### src/rtl/pc_seq_pkg.sv
// Shared types and constants for the fetch-stage next-PC sequencer.
package pc_seq_pkg;
  typedef enum logic [1:0] {
    ST_BOOT  = 2'd0,
    ST_RUN   = 2'd1,
    ST_FLUSH = 2'd2
  } seq_state_e;

  localparam logic [31:0] PC_INC           = 32'd4;
  localparam logic [31:0] ALIGN_MASK       = 32'hFFFF_FFFC;
  localparam logic [31:0] DEF_RESET_VECTOR = 32'h0000_0000;
  localparam int          CNT_W            = 3;

  typedef struct packed {
    logic [31:0] pc;
    logic        hold;
    logic        redirect;
    logic        misalign;
  } mux_out_t;
endpackage

### src/rtl/pc_sequencer_pc_next_mux.sv
// Priority select of the next fetch address: jr > jump > branch > stall > pc+4.
module pc_next_mux
  import pc_seq_pkg::*;
(
  input  logic [31:0] pc_cur,
  input  logic        stall,
  input  logic        br_taken,
  input  logic [31:0] br_target,
  input  logic        jump,
  input  logic [31:0] jump_target,
  input  logic        jr,
  input  logic [31:0] jr_target,
  output mux_out_t    mux_o
);
  logic [31:0] tgt;

  always_comb begin
    tgt            = 32'd0;
    mux_o.pc       = pc_cur + PC_INC;
    mux_o.hold     = 1'b0;
    mux_o.redirect = 1'b0;
    if (jr)            tgt = jr_target;
    else if (jump)     tgt = jump_target;
    else if (br_taken) tgt = br_target;
    if (jr || jump || br_taken) begin
      // A redirect squashes the stalled instruction, so stall is dropped here.
      mux_o.pc       = tgt & ALIGN_MASK;
      mux_o.redirect = 1'b1;
    end else if (stall) begin
      mux_o.pc   = pc_cur;
      mux_o.hold = 1'b1;
    end
    mux_o.misalign = mux_o.redirect && (tgt[1:0] != 2'b00);
  end
endmodule

### src/rtl/pc_sequencer.sv
// Fetch-stage next-PC controller: boot fetch, redirect with IF/ID flush bubbles, stall hold.
module pc_sequencer
  import pc_seq_pkg::*;
#(
  parameter logic [31:0] RESET_VECTOR  = DEF_RESET_VECTOR,
  parameter int          FLUSH_BUBBLES = 1
) (
  input  logic        clk,
  input  logic        rst_n,
  input  logic [31:0] pc_cur,
  input  logic        stall,
  input  logic        br_taken,
  input  logic [31:0] br_target,
  input  logic        jump,
  input  logic [31:0] jump_target,
  input  logic        jr,
  input  logic [31:0] jr_target,
  output logic [31:0] pc_next,
  output logic        pc_hold,
  output logic        flush_ifid,
  output logic        misalign_err,
  output logic [1:0]  seq_state
);
  localparam logic [CNT_W-1:0] BUB_RELOAD = CNT_W'(FLUSH_BUBBLES - 1);

  seq_state_e       state_q, state_d;
  logic [CNT_W-1:0] cnt_q, cnt_d;
  logic             err_q, err_d;
  mux_out_t         mux;

  pc_next_mux u_mux (
    .pc_cur      (pc_cur),
    .stall       (stall),
    .br_taken    (br_taken),
    .br_target   (br_target),
    .jump        (jump),
    .jump_target (jump_target),
    .jr          (jr),
    .jr_target   (jr_target),
    .mux_o       (mux)
  );

  always_ff @(posedge clk or negedge rst_n) begin
    if (!rst_n) begin
      state_q <= ST_BOOT;
      cnt_q   <= '0;
      err_q   <= 1'b0;
    end else begin
      state_q <= state_d;
      cnt_q   <= cnt_d;
      err_q   <= err_d;
    end
  end

  always_comb begin
    state_d    = state_q;
    cnt_d      = cnt_q;
    err_d      = err_q;
    pc_next    = mux.pc;
    pc_hold    = mux.hold;
    flush_ifid = 1'b0;
    case (state_q)
      ST_RUN, ST_FLUSH: begin
        flush_ifid = (state_q == ST_FLUSH) || mux.redirect;
        if (mux.redirect) begin
          cnt_d   = BUB_RELOAD;
          state_d = (BUB_RELOAD != '0) ? ST_FLUSH : ST_RUN;
          if (mux.misalign) err_d = 1'b1;
        end else if (state_q == ST_FLUSH) begin
          cnt_d   = cnt_q - 1'b1;
          state_d = (cnt_q <= 1) ? ST_RUN : ST_FLUSH;
        end
      end
      default: begin
        // Boot fetch: inputs are ignored and the bubble count does not apply.
        pc_next    = RESET_VECTOR;
        pc_hold    = 1'b0;
        flush_ifid = 1'b1;
        cnt_d      = '0;
        state_d    = ST_RUN;
      end
    endcase
    // While reset is held the PC register must stay frozen on the reset vector.
    if (!rst_n) begin
      pc_next    = RESET_VECTOR;
      pc_hold    = 1'b1;
      flush_ifid = 1'b1;
    end
  end

  assign misalign_err = err_q;
  assign seq_state    = state_q;
endmodule

### config.mk
export PLATFORM = sky130hd
export DESIGN_NAME = pc_sequencer
export DESIGN_NICKNAME = d
export VERILOG_FILES = /design/src/rtl/pc_seq_pkg.sv /design/src/rtl/pc_sequencer_pc_next_mux.sv /design/src/rtl/pc_sequencer.sv
export SDC_FILE = /design/constraint.sdc
export NUM_CORES = 1
export LEC_CHECK = 0
export BUFFER_PORTS_ARGS = -buffer_cell sky130_fd_sc_hd__buf_2
export CORE_MARGIN = 10
export CORE_UTILIZATION = 40
export CTS_CLUSTER_SIZE = 25
export DETAILED_ROUTE_END_ITERATION = 7
export HOLD_SLACK_MARGIN = 0.08
export PLACE_DENSITY_LB_ADDON = 0.08
export SLEW_MARGIN = 10
export SYNTH_ARGS = -nofsm -noshare
export SYNTH_HDL_FRONTEND = slang
export SYNTH_HIERARCHICAL = 1
export SYNTH_SLANG_ARGS = --single-unit
### constraint.sdc
create_clock -name clk -period 4.05 [get_ports clk]
set_clock_uncertainty 0.2 [all_clocks]
set_input_delay 0.2025 -clock clk [delete_from_list [all_inputs] [get_ports clk]]
set_output_delay 0.2025 -clock clk [all_outputs]
set_load 0.02 [all_outputs]
==> out/qor.yml <==
synth-seq-area-share: 0.07792
period_needed_ps: 2727
fmax_mhz: 366.7
ys_warn_count: 6
setup_viol: 0
pwr_density_cell_mw_per_mm2: 142.3
antennaDiodeCount: 0
rrSetupSlack_ps: 2430
cts_setup_buffers: 0
synth-edff-count: 0
synth_cell_types: 48
grt_util_all_layers: 0.1821
htreeDepth: 1
drive_gt1_frac: 0.4292
synth_common_cells: "35 x and2_1, 34 x a21oi_1, 22 x nand2_1, 22 x nor2_1, 22 x xor2_1"
ys_async_sr_fraction: 1.000
wl_per_cell_um: 15.78
cp-end-kind: "output pin"
syn_nets: 422
synth.area.top_cells: "and2_1 11%, xor2_1 10%, a21oi_1 8.8%, dfrtp_1 7.8%, o22ai_1 5.5%"
viasPerCell: 5.374
cp.arrival_ps: 2320
grt_pass1_vias: 2716
dr.first_iter.drc_count: 106
timing.final.crit_share: 0.6734
crit_path_max_fanout: 63
rows: 25
status: "complete, no violations"
peakVddDrop_v: 0.00007958
grt_pass1_wl_mm: 12.01
ff2ff_path_depth: 3
fp.dieW_um: 89.41
cts-root-buf: "clkbuf_8"
cts-buffers-inserted: 3
crit_path_start: "jr"
clk_pin_slew_ps: 40
port_buffers: 170
setup_tns_ps: 0
drc: 0
hp-class: "input pin to async pin"
syn_to_final_growth_pct: 46.30
wl_met2_mm: 3.825
clkSinkCount: 6
initial_utilization: 0.4107
die_h_um: 89.41
worstReg2RegStart: "seq_state[1]"
vias: 2644
dr.pass1.iters: 4
clk_latency_ps: 220
routabilityCongestion: 0.7744
crit_end: "flush_ifid"
grt_max_degree: 64
avgSynthCellArea_um2: 6.785
power.leakage_nw: 1.370
m1WireLength_mm: 3.089
antenna_found_initial: 0
antenna_left: 0
dieArea_mm2: 0.007993
cap_violations: 0
critPathKind: "input pin to output pin"
core_area_mm2: 0.004692
cts_tree: "built"
relSlewSlack: 0.3119
routed_wirelength_mm: 7.762
rsz0062_at_grt: "no"
crit_path_start_kind: "input pin"
route.met3.wl_um: 758
whs_ps: 156.9
pin_count: 171
grt_overflow_total: 0
ys.flop_type: "dfrtp_1"
synthCells: 284
r2r_end: "seq_state[0]"
dr.max_layer_used: "met4"
yosys.area.top_type: "and2_1"
tightestPinTransition_ps: 1032
syn_area_mm2: 0.001927
yosysTopAreaCellShare: 0.1136
worstPathRequired_ps: 3650
cts_buffer_depth: 2
synth_seq_cells: 6
hold_viol: 0
yosysMostFrequentCell: "and2_1"
slew_viol_final: 0
hpwl_mm: 6.417
final_nets: 578
## placed cells by master, fill, tap and decap left out, types with 2 or more instances in the layout
cell type and count:
a21oi_1 34, a22oi_1 12, and2_1 35, and3_1 3, and4_1 4, buf_2 170
clkbuf_8 3, dfrtp_1 6, ha_1 4, inv_1 9, nand2_1 22, nand2b_1 2
nand3_1 9, nand4_1 7, nor2_1 22, nor2b_1 3, nor4_1 2, nor4_4 2
o21ai_0 5, o221ai_1 12, o22ai_1 17, xnor2_1 7, xor2_1 22
## how the worst min path moves through the flow
stage,slack (ps),end
2_1_floorplan,-290,cnt_q[0]
3_3_place_gp,-150,seq_state[0]
3_5_place_dp,-150,cnt_q[2]
4_1_cts,150,seq_state[0]
5_1_grt,180,seq_state[1]
6_report,160,cnt_q[2]
## per-stage QoR
stage	cell area [um2]	instances	power, mW	worst slack (ps)	util
after global placement	2768	488	0.3112	1333	0.5899
after CTS	2819	492	0.4040	1307	0.6008
final	2819	492	0.4012	1323	0.6008
after detailed placement	2768	488	0.3141	1309	0.5899
after global routing	2819	492	0.4356	1117	0.6008
after floorplan	1927	284	0.1989	1907	-
## report_power, final
| group | total, mW | internal (mW) | switching (mW) |
|---|---|---|---|
| combinational | 0.253 | 0.116 | 0.138 |
| clock | 0.0874 | 0.0637 | 0.0237 |
| sequential | 0.0603 | 0.0603 | 0.0000000000000000000333 |
## cell type report
cell class / instances / area [um2]
inverters: 10 / 37.54
clock buffers: 3 / 41.29
fillers: 490 / 1873
well taps: 54 / 67.56
multi-input cells: 247 / 1654
repair buffers: 172 / 868.3
flip-flops and latches: 6 / 150.1
## sequential cells by signal (all words and copies together), names as in the netlist
name	cells
cnt_q	3
seq_state	2
misalign_err	1
## per-layer routing
layer  GRT usage  up-vias
met3     0.05378        8
met2      0.3314      103
li1            -     1352
met5           0        -
met1      0.2027     1181
met4     0.03902        0
## what timing repair did
item                      CTS  global route
gates resized for setup     0             0
hold buffers                1             0
hold endpoints to repair    6             0
## critical path: stages
cell	delay, ps
buf_2	420
nor3_2	220
buf_4	270
inv_1	290
or2_1	380
or3b_1	360
buf_2	160
## cells by family after synthesis
family,Yosys count,share of synthesized area
simple gates,123,0.3890
compound gates,90,0.3039
buf+inv,31,0.06623
xor+xnor,29,0.1318
flops,6,0.07792
fa+ha+maj,4,0.02598
mux,1,0.005195
No activity file was read; power rests on OpenSTA's default activity.
